**src/rtl/photon_gate_ctrl.sv**
```systemverilog
// photon_gate_ctrl: gated photon counter with arm settle, dead-time suppression,
// saturating count and a valid/ready result handshake.
module photon_gate_ctrl #(
   parameter int CNT_W       = 16,
   parameter int GATE_W      = 24,
   parameter int DEAD_CYCLES = 4,
   parameter int ARM_CYCLES  = 2
) (
   input  logic              clk,
   input  logic              rst_n,
   input  logic              start,
   input  logic              abort,
   input  logic [GATE_W-1:0] gate_len,
   input  logic              rise_in,
   output logic              det_en,
   output logic              busy,
   output logic [CNT_W-1:0]  cnt_out,
   output logic              cnt_valid,
   input  logic              cnt_ready,
   output logic              overflow
);
   localparam int AW = ARM_CYCLES > 1 ? $clog2(ARM_CYCLES) : 1;
   localparam int DW = $clog2(DEAD_CYCLES + 1);

   typedef enum logic [1:0] {IDLE, ARM, GATE, HOLD} state_t;

   state_t            state, nxt;
   logic [GATE_W-1:0] gate_rem;
   logic [AW-1:0]     arm_cnt;
   logic [DW-1:0]     dead;
   logic              det_en_d, busy_d, valid_d;
   logic              accept, arm_done, gate_last, hit;

   assign accept    = state == IDLE && start && !abort;
   assign arm_done  = arm_cnt == '0;
   assign gate_last = gate_rem == GATE_W'(1);
   assign hit       = state == GATE && rise_in && dead == '0;

   always_ff @(posedge clk or negedge rst_n)
      if (!rst_n) begin
         state     <= IDLE;
         det_en    <= 1'b0;
         busy      <= 1'b0;
         cnt_valid <= 1'b0;
      end else begin
         state     <= nxt;
         det_en    <= det_en_d;
         busy      <= busy_d;
         cnt_valid <= valid_d;
      end

   // abort outranks both start (in IDLE) and gate completion
   always_comb begin
      nxt = state;
      case (state)
         IDLE:    nxt = accept ? ARM : IDLE;
         ARM:     nxt = abort ? IDLE : !arm_done ? ARM : gate_rem == '0 ? HOLD : GATE;
         GATE:    nxt = abort ? IDLE : gate_last ? HOLD : GATE;
         HOLD:    nxt = cnt_ready ? IDLE : HOLD;
         default: nxt = IDLE;
      endcase
   end

   always_comb begin
      det_en_d = nxt == ARM || nxt == GATE;
      busy_d   = nxt != IDLE;
      valid_d  = nxt == HOLD;
   end

   always_ff @(posedge clk or negedge rst_n)
      if (!rst_n) begin
         gate_rem <= '0;
         arm_cnt  <= '0;
         dead     <= '0;
         cnt_out  <= '0;
         overflow <= 1'b0;
      end else if (accept) begin
         gate_rem <= gate_len;
         arm_cnt  <= AW'(ARM_CYCLES - 1);
         dead     <= '0;
         cnt_out  <= '0;
         overflow <= 1'b0;
      end else begin
         if (state == ARM && !arm_done)
            arm_cnt <= arm_cnt - AW'(1);
         if (state == GATE) begin
            gate_rem <= gate_rem - GATE_W'(1);
            dead     <= hit ? DW'(DEAD_CYCLES) : dead != '0 ? dead - DW'(1) : dead;
            if (hit) begin
               if (&cnt_out)
                  overflow <= 1'b1;
               else
                  cnt_out <= cnt_out + CNT_W'(1);
            end
         end
      end

   a_valid_no_det: assert property (@(posedge clk) disable iff (!rst_n) cnt_valid |-> !det_en && busy);
endmodule

```
**config.mk**
```make
export PLATFORM = sky130hd
export DESIGN_NAME = photon_gate_ctrl
export DESIGN_NICKNAME = d
export VERILOG_FILES = /design/src/rtl/photon_gate_ctrl.sv
export SDC_FILE = /design/constraint.sdc
export NUM_CORES = 1
export LEC_CHECK = 0
export CAP_MARGIN = 20
export CORE_AREA = 2 2 105 107
export CTS_BUF_LIST = sky130_fd_sc_hd__clkbuf_8 sky130_fd_sc_hd__clkbuf_16
export DETAILED_ROUTE_END_ITERATION = 6
export DIE_AREA = 0 0 107 109
export DONT_BUFFER_PORTS = 1
export MAX_ROUTING_LAYER = met4
export SYNTH_ARGS = -nofsm -noshare
export SYNTH_HDL_FRONTEND = slang
export SYNTH_SLANG_ARGS = --single-unit
```
**constraint.sdc**
```tcl
create_clock -name clk -period 2.8 [get_ports clk]
set_input_delay 0.7 -clock clk [delete_from_list [all_inputs] [get_ports clk]]
set_output_delay 0.7 -clock clk [all_outputs]
set_load 0.02 [all_outputs]
```
== After elaboration in Yosys (flattened, before gate mapping) ==
Index checks and enable logic that the tools add are counted.

* Register bits after elaboration: 50
* Input port bits: 30
* Output and inout bits: 20

* Add/sub/neg operators: 4
* Equality and inequality tests: 8
* Muxes and demuxes: 24
* Reduce and logical (&&, ||, !) cells: 21

{| class="wikitable"
|+ Operators by type and width
! operator !! number
|-
| $mux 16 || 4
|-
| $mux 24 || 2
|-
| $eq 24x1->1 const B || 1
|-
| $logic_not 24->1 || 1
|-
| $sub 24x1->24 const B || 1
|-
| $add 16x1->16 const B || 1
|-
| $reduce_and 16->1 || 1
|-
| $mux 3 || 4
|-
| $reduce_bool 2->1 || 5
|-
| $mux 1 || 9
|-
| $eq 2x2->1 const B || 4
|-
| $mux 2 || 4
|-
| $pmux 2 s4 || 1
|-
| $reduce_and 3->1 || 2
|-
| $reduce_bool 3->1 || 2
|-
| $logic_and 1x1->1 || 5
|-
| $eq 2x1->1 const B || 2
|-
| $logic_not 3->1 || 1
|-
| $sub 3x1->3 const B || 1
|-
| $logic_not 2->1 || 1
|-
| $ne 2x2->1 const B || 1
|-
| $reduce_and 2->1 || 1
|-
| $logic_not 1->1 || 1
|-
| $logic_or 1x1->1 || 1
|-
| $sub 1x1->1 const B || 1
|}

== Longest topological paths before layout ==
* Word-level depth: 7
* Depth in mapped cells: 8

== Least setup slack after synthesis ==
No wires, ideal clock.

* Kind: reg-to-reg
* Start: reg gate_rem[8]
* End: reg gate_rem[21]
* Library setup time: 0.082 ns
* Data arrival time: 2.149 ns
* Data required time: 2.718 ns
* Setup slack: 0.569 ns
* Cell stages (with the launch flop): 6
* Path buffers: 1
* Cells stage by stage: dfrtp_1 or4_4 or4b_4 buf_6 or4_1 a31oi_1

* Longest elaborated chain between the ends: 3

{| class="wikitable"
|+ RTL lines
! item !! RTL line !! RTL
|-
| from (decl) || 28 || <nowiki>logic [GATE_W-1:0] gate_rem;</nowiki>
|-
| from (signal assigned) || 78 || <nowiki>gate_rem <= gate_len;</nowiki>
|-
| from (signal assigned) || 87 || <nowiki>gate_rem <= gate_rem - GATE_W'(1);</nowiki>
|-
| $sub 24x1->24 || 87 ||
|-
| $mux 24 || 86 || <nowiki>if (state == GATE) begin</nowiki>
|-
| $mux 24 || 77 || <nowiki>end else if (accept) begin</nowiki>
|}

No other way between the ends. The select of a mux whose other input is x is not followed.
A chain may end at the register's enable or synchronous reset.

== Worst setup path in the final report ==
* Start: reg state[1]
* End: reg gate_rem[19]

* Longest elaborated chain between the ends: 4

{| class="wikitable"
|+ RTL lines
! item !! RTL line !! RTL
|-
| from (decl) || 27 || <nowiki>state_t state, nxt;</nowiki>
|-
| from (signal assigned) || 46 || <nowiki>state <= nxt;</nowiki>
|-
| $logic_not 2->1 || 34 || <nowiki>assign accept = state == IDLE && start && !abort;</nowiki>
|-
| $logic_and 1x1->1 (2 in series) || 34 ||
|-
| $mux 24 or $reduce_bool 2->1 (tied branches) || n/a ||
|}

Parallel ways exist; a longest one is shown, timed or not.

==> flow_metrics.env <==
export IMPL_met2_usage=0.203
export IMPL_die_h_um=109
export IMPL_die_x_um=107
export IMPL_fin_area_um2=3150
export IMPL_avgViaCountPerCell=5.28
export IMPL_p_comb_frac=0.257
export IMPL_root_buffer="clkbuf_8"
export IMPL_pwr_share_seq=0.513
export IMPL_dpl_worst_slack_ns=0.428
export IMPL_yosys_area_top_type="dfrtp_1"
export IMPL_vias=2351
export IMPL_cts_setup_buffers=0
export IMPL_antenna_found_initial=0
export IMPL_tightest_slew_ns=0.614
export IMPL_dp_cells=438
export IMPL_netlist_area_um2=2880
export IMPL_gr_usage_met3=0.0395
export IMPL_portBuffers=0
export IMPL_netSwitchingPower_uw=803
export IMPL_crit_path_max_incr_delay_ns=0.62
export IMPL_busiest_layer="met2"
export IMPL_fin_crit_sh=0.847
export IMPL_yosysSeqAreaShare=0.435
export IMPL_relSlewSlack=0.587
export IMPL_syn_inst=306
export IMPL_hp_class="primary input to async pin"
export IMPL_crit_family="simple AND/OR/NAND/NOR gates"
export IMPL_syn_num_nets=344
export IMPL_diodes=0
export IMPL_crit_arrival_ns=2.60
export IMPL_yosysUniqueCellTypes=46
export IMPL_gr_usage_all_layers=0.129
export IMPL_p_sw_frac=0.352
export IMPL_clkTransAtPathRegs_ns=0.09
export IMPL_cts_resized=0
export IMPL_outcome="finished clean"
export IMPL_nets=343
export IMPL_crit_buf_inv=0
export IMPL_fmax_mhz=422
export IMPL_drc=0
export IMPL_startpoint_type="register"
export IMPL_drt_pass1_iterations=4
export IMPL_gp_congestion=0.834
export IMPL_synth_seq_cells=50
export IMPL_ios=50
export IMPL_slowest_stage="or4b_4"
export IMPL_postCtsHoldBufs=0
export IMPL_skew_ns=0.00424
export IMPL_numCtsBuffers=5
export IMPL_setup_tns_ns=0
export IMPL_grt_pass1_vias=2309
export IMPL_areaGrowthSynthToFinish_pct=9.44
export IMPL_ant_nets=0
export IMPL_crit_path_cell_trace="nor4b_2, or4b_4, or4_1, a31oi_1"
export IMPL_wl_um=7000
export IMPL_clk_path_buf_depth=2
export IMPL_placed_area_um2=3040
export IMPL_p_per_area_nw_per_um2=724
export IMPL_drive_above_1_share=0.0852
export IMPL_crit_fanout=13
export IMPL_fin_ws_ns=0.428
export IMPL_grt_pass1_wl_um=11600
export IMPL_htree_levels=2
export IMPL_clkLatencyLatePin_ns=0.30
export IMPL_coreArea_um2=10600
export IMPL_numClockSinks=50
export IMPL_num_rows=38
export IMPL_crit_type="register to register"
export IMPL_instances_no_fill=445
export IMPL_drv_slew=0
export IMPL_dieArea_um2=11700
export IMPL_yosys_warnings=0
export IMPL_min_period_ns=2.37
export IMPL_peakVddDrop_mv=0.249
export IMPL_crit_path_end_kind="register"
export IMPL_hpwl_um=5050
export IMPL_async_reset_ff_frac=1.00
export IMPL_ys_top_cells_by_area="dfrtp_1, or4_1, nand2_1"
export IMPL_synth_edf_count=0
export IMPL_grt_ovfl_total=0
export IMPL_wl_per_cell_um=15.7
export IMPL_synth_main_ff_cell="dfrtp_1"
export IMPL_power_internal_mw=1.48
export IMPL_cts_tree="built"
export IMPL_hold_viol=0
export IMPL_synth_top_cell_area_share=0.435
export IMPL_grt_max_degree=51
export IMPL_power_leakage_nw=1.18
export IMPL_avgSynthCellArea_um2=9.40
export IMPL_setup_viol=0
export IMPL_rsz0062_at_grt="no"
export IMPL_initial_core_util=0.271
export IMPL_cap_viol_max_count=0
export IMPL_cp_data_required_time_ns=3.03
export IMPL_clockPowerShare=0.229
export IMPL_drtIter0Drc=174
export IMPL_met1_usage=0.162
export IMPL_fin_util=0.297
==> layer usage <==
layer,routed length (um),part of all wire,up-vias
li1,-,-,1151
met1,3170,0.45,1130
met2,3290,0.47,64
met3,487,0.070,6
met4,51,0.0073,0
met5,0,0,-
==> power by group through the flow <==
stage | Clock, mW | Combinational (mW) | Sequential, mW
final | 0.522 | 0.586 | 1.17
after global routing | 0.569 | 0.672 | 1.21
after CTS | 0.544 | 0.592 | 1.17
after detailed placement | 0 | 0.588 | 1.19
after global placement | 0 | 0.567 | 1.17
after floorplan | 0 | 0.494 | 1.11
==> worst reg2reg max path: cells and delay by family, from the launching register on <==
kind            cells  cell delay, ns
compound gates      1            0.17
flops               1            0.58
simple gates        3            1.55
==> cell type report <==
class | instances | area (um^2)
Clock buffer | 6 | 82.6
Clock inverter | 1 | 30.0
Fill cell | 1121 | 7450
Inverter | 9 | 33.8
Multi-Input combinational cell | 233 | 1530
Sequential cell | 50 | 1250
Tap cell | 140 | 175
Timing Repair Buffer | 6 | 45.0
==> worst paths after layout <==
kind,from,end,slack [ns],depth (start not counted)
min in group clk,gate_len[6],gate_rem[6],0.51,2
worst min-delay path,rst_n,cnt_out[2],0.08,0
worst max register to register,state[1],gate_rem[19],0.43,4
worst min register to register,dead[2],dead[2],0.52,1
worst max-delay path,state[1],gate_rem[19],0.43,4
max in group asynchronous,rst_n,cnt_out[15],2.62,0
==> cells by family (layout without fill, tap and decap cells) <==
kind of cell	after synthesis	count (layout)	synth area share
mux	7	7	0.0248
fa+ha+maj	8	8	0.0348
xor+xnor	10	10	0.0304
compound gates	66	66	0.151
flops	50	50	0.435
buf+inv	23	22	0.0352
simple gates	142	142	0.289
==> registers in the layout, indices dropped and copies added, names as in the netlist <==
signal / flops
cnt_valid: 1
gate_rem: 24
arm_cnt: 1
det_en: 1
state: 2
cnt_out: 16
dead: 3
overflow: 1
busy: 1
==> cells in the final DEF (no fill, tap or decap), types with 2 or more instances in the layout <==
cell	count
a21oi_1	12
a31oi_1	8
a41o_1	2
and2_1	2
buf_4	6
clkbuf_8	6
dfrtp_1	50
ha_1	8
inv_1	9
mux2i_1	6
nand2_1	30
nand2b_1	7
nand3_1	14
nand3b_1	3
nand4_1	5
nor2_1	18
nor2b_1	3
nor3_1	9
nor4_1	5
nor4b_1	2
nor4b_2	2
o211ai_1	7
o21ai_0	14
o311ai_0	4
o31ai_1	14
or2_2	4
or3_1	6
or4_1	20
or4_4	3
or4b_1	2
xnor2_1	6
xor2_1	4
==> Yosys cell counts, drive strengths merged (4+ instances only) <==
cell type and number:
o211ai 7, xnor2 6, ha 8, nor3 9, nor4b 4, nand2 30, xor2 4, o21ai 14
inv 9, o31ai 14, mux2i 6, nand4 5, o311ai 4, nor4 5, nand2b 7, or3 6
nor2 18, or2 4, a21oi 12, nand3 14, dfrtp 50, or4b 4, a31oi 8, clkbuf 11
or4 23
==> per-stage QoR <==
step	power, mW	hold slack (ns)
2_1_floorplan	1.61	0.404
3_3_place_gp	1.74	0.406
3_5_place_dp	1.77	0.406
4_1_cts	2.31	0.0696
5_1_grt	2.45	0.0555
6_report	2.28	0.0827
Note: power is estimated with default switching activity, not from simulation.
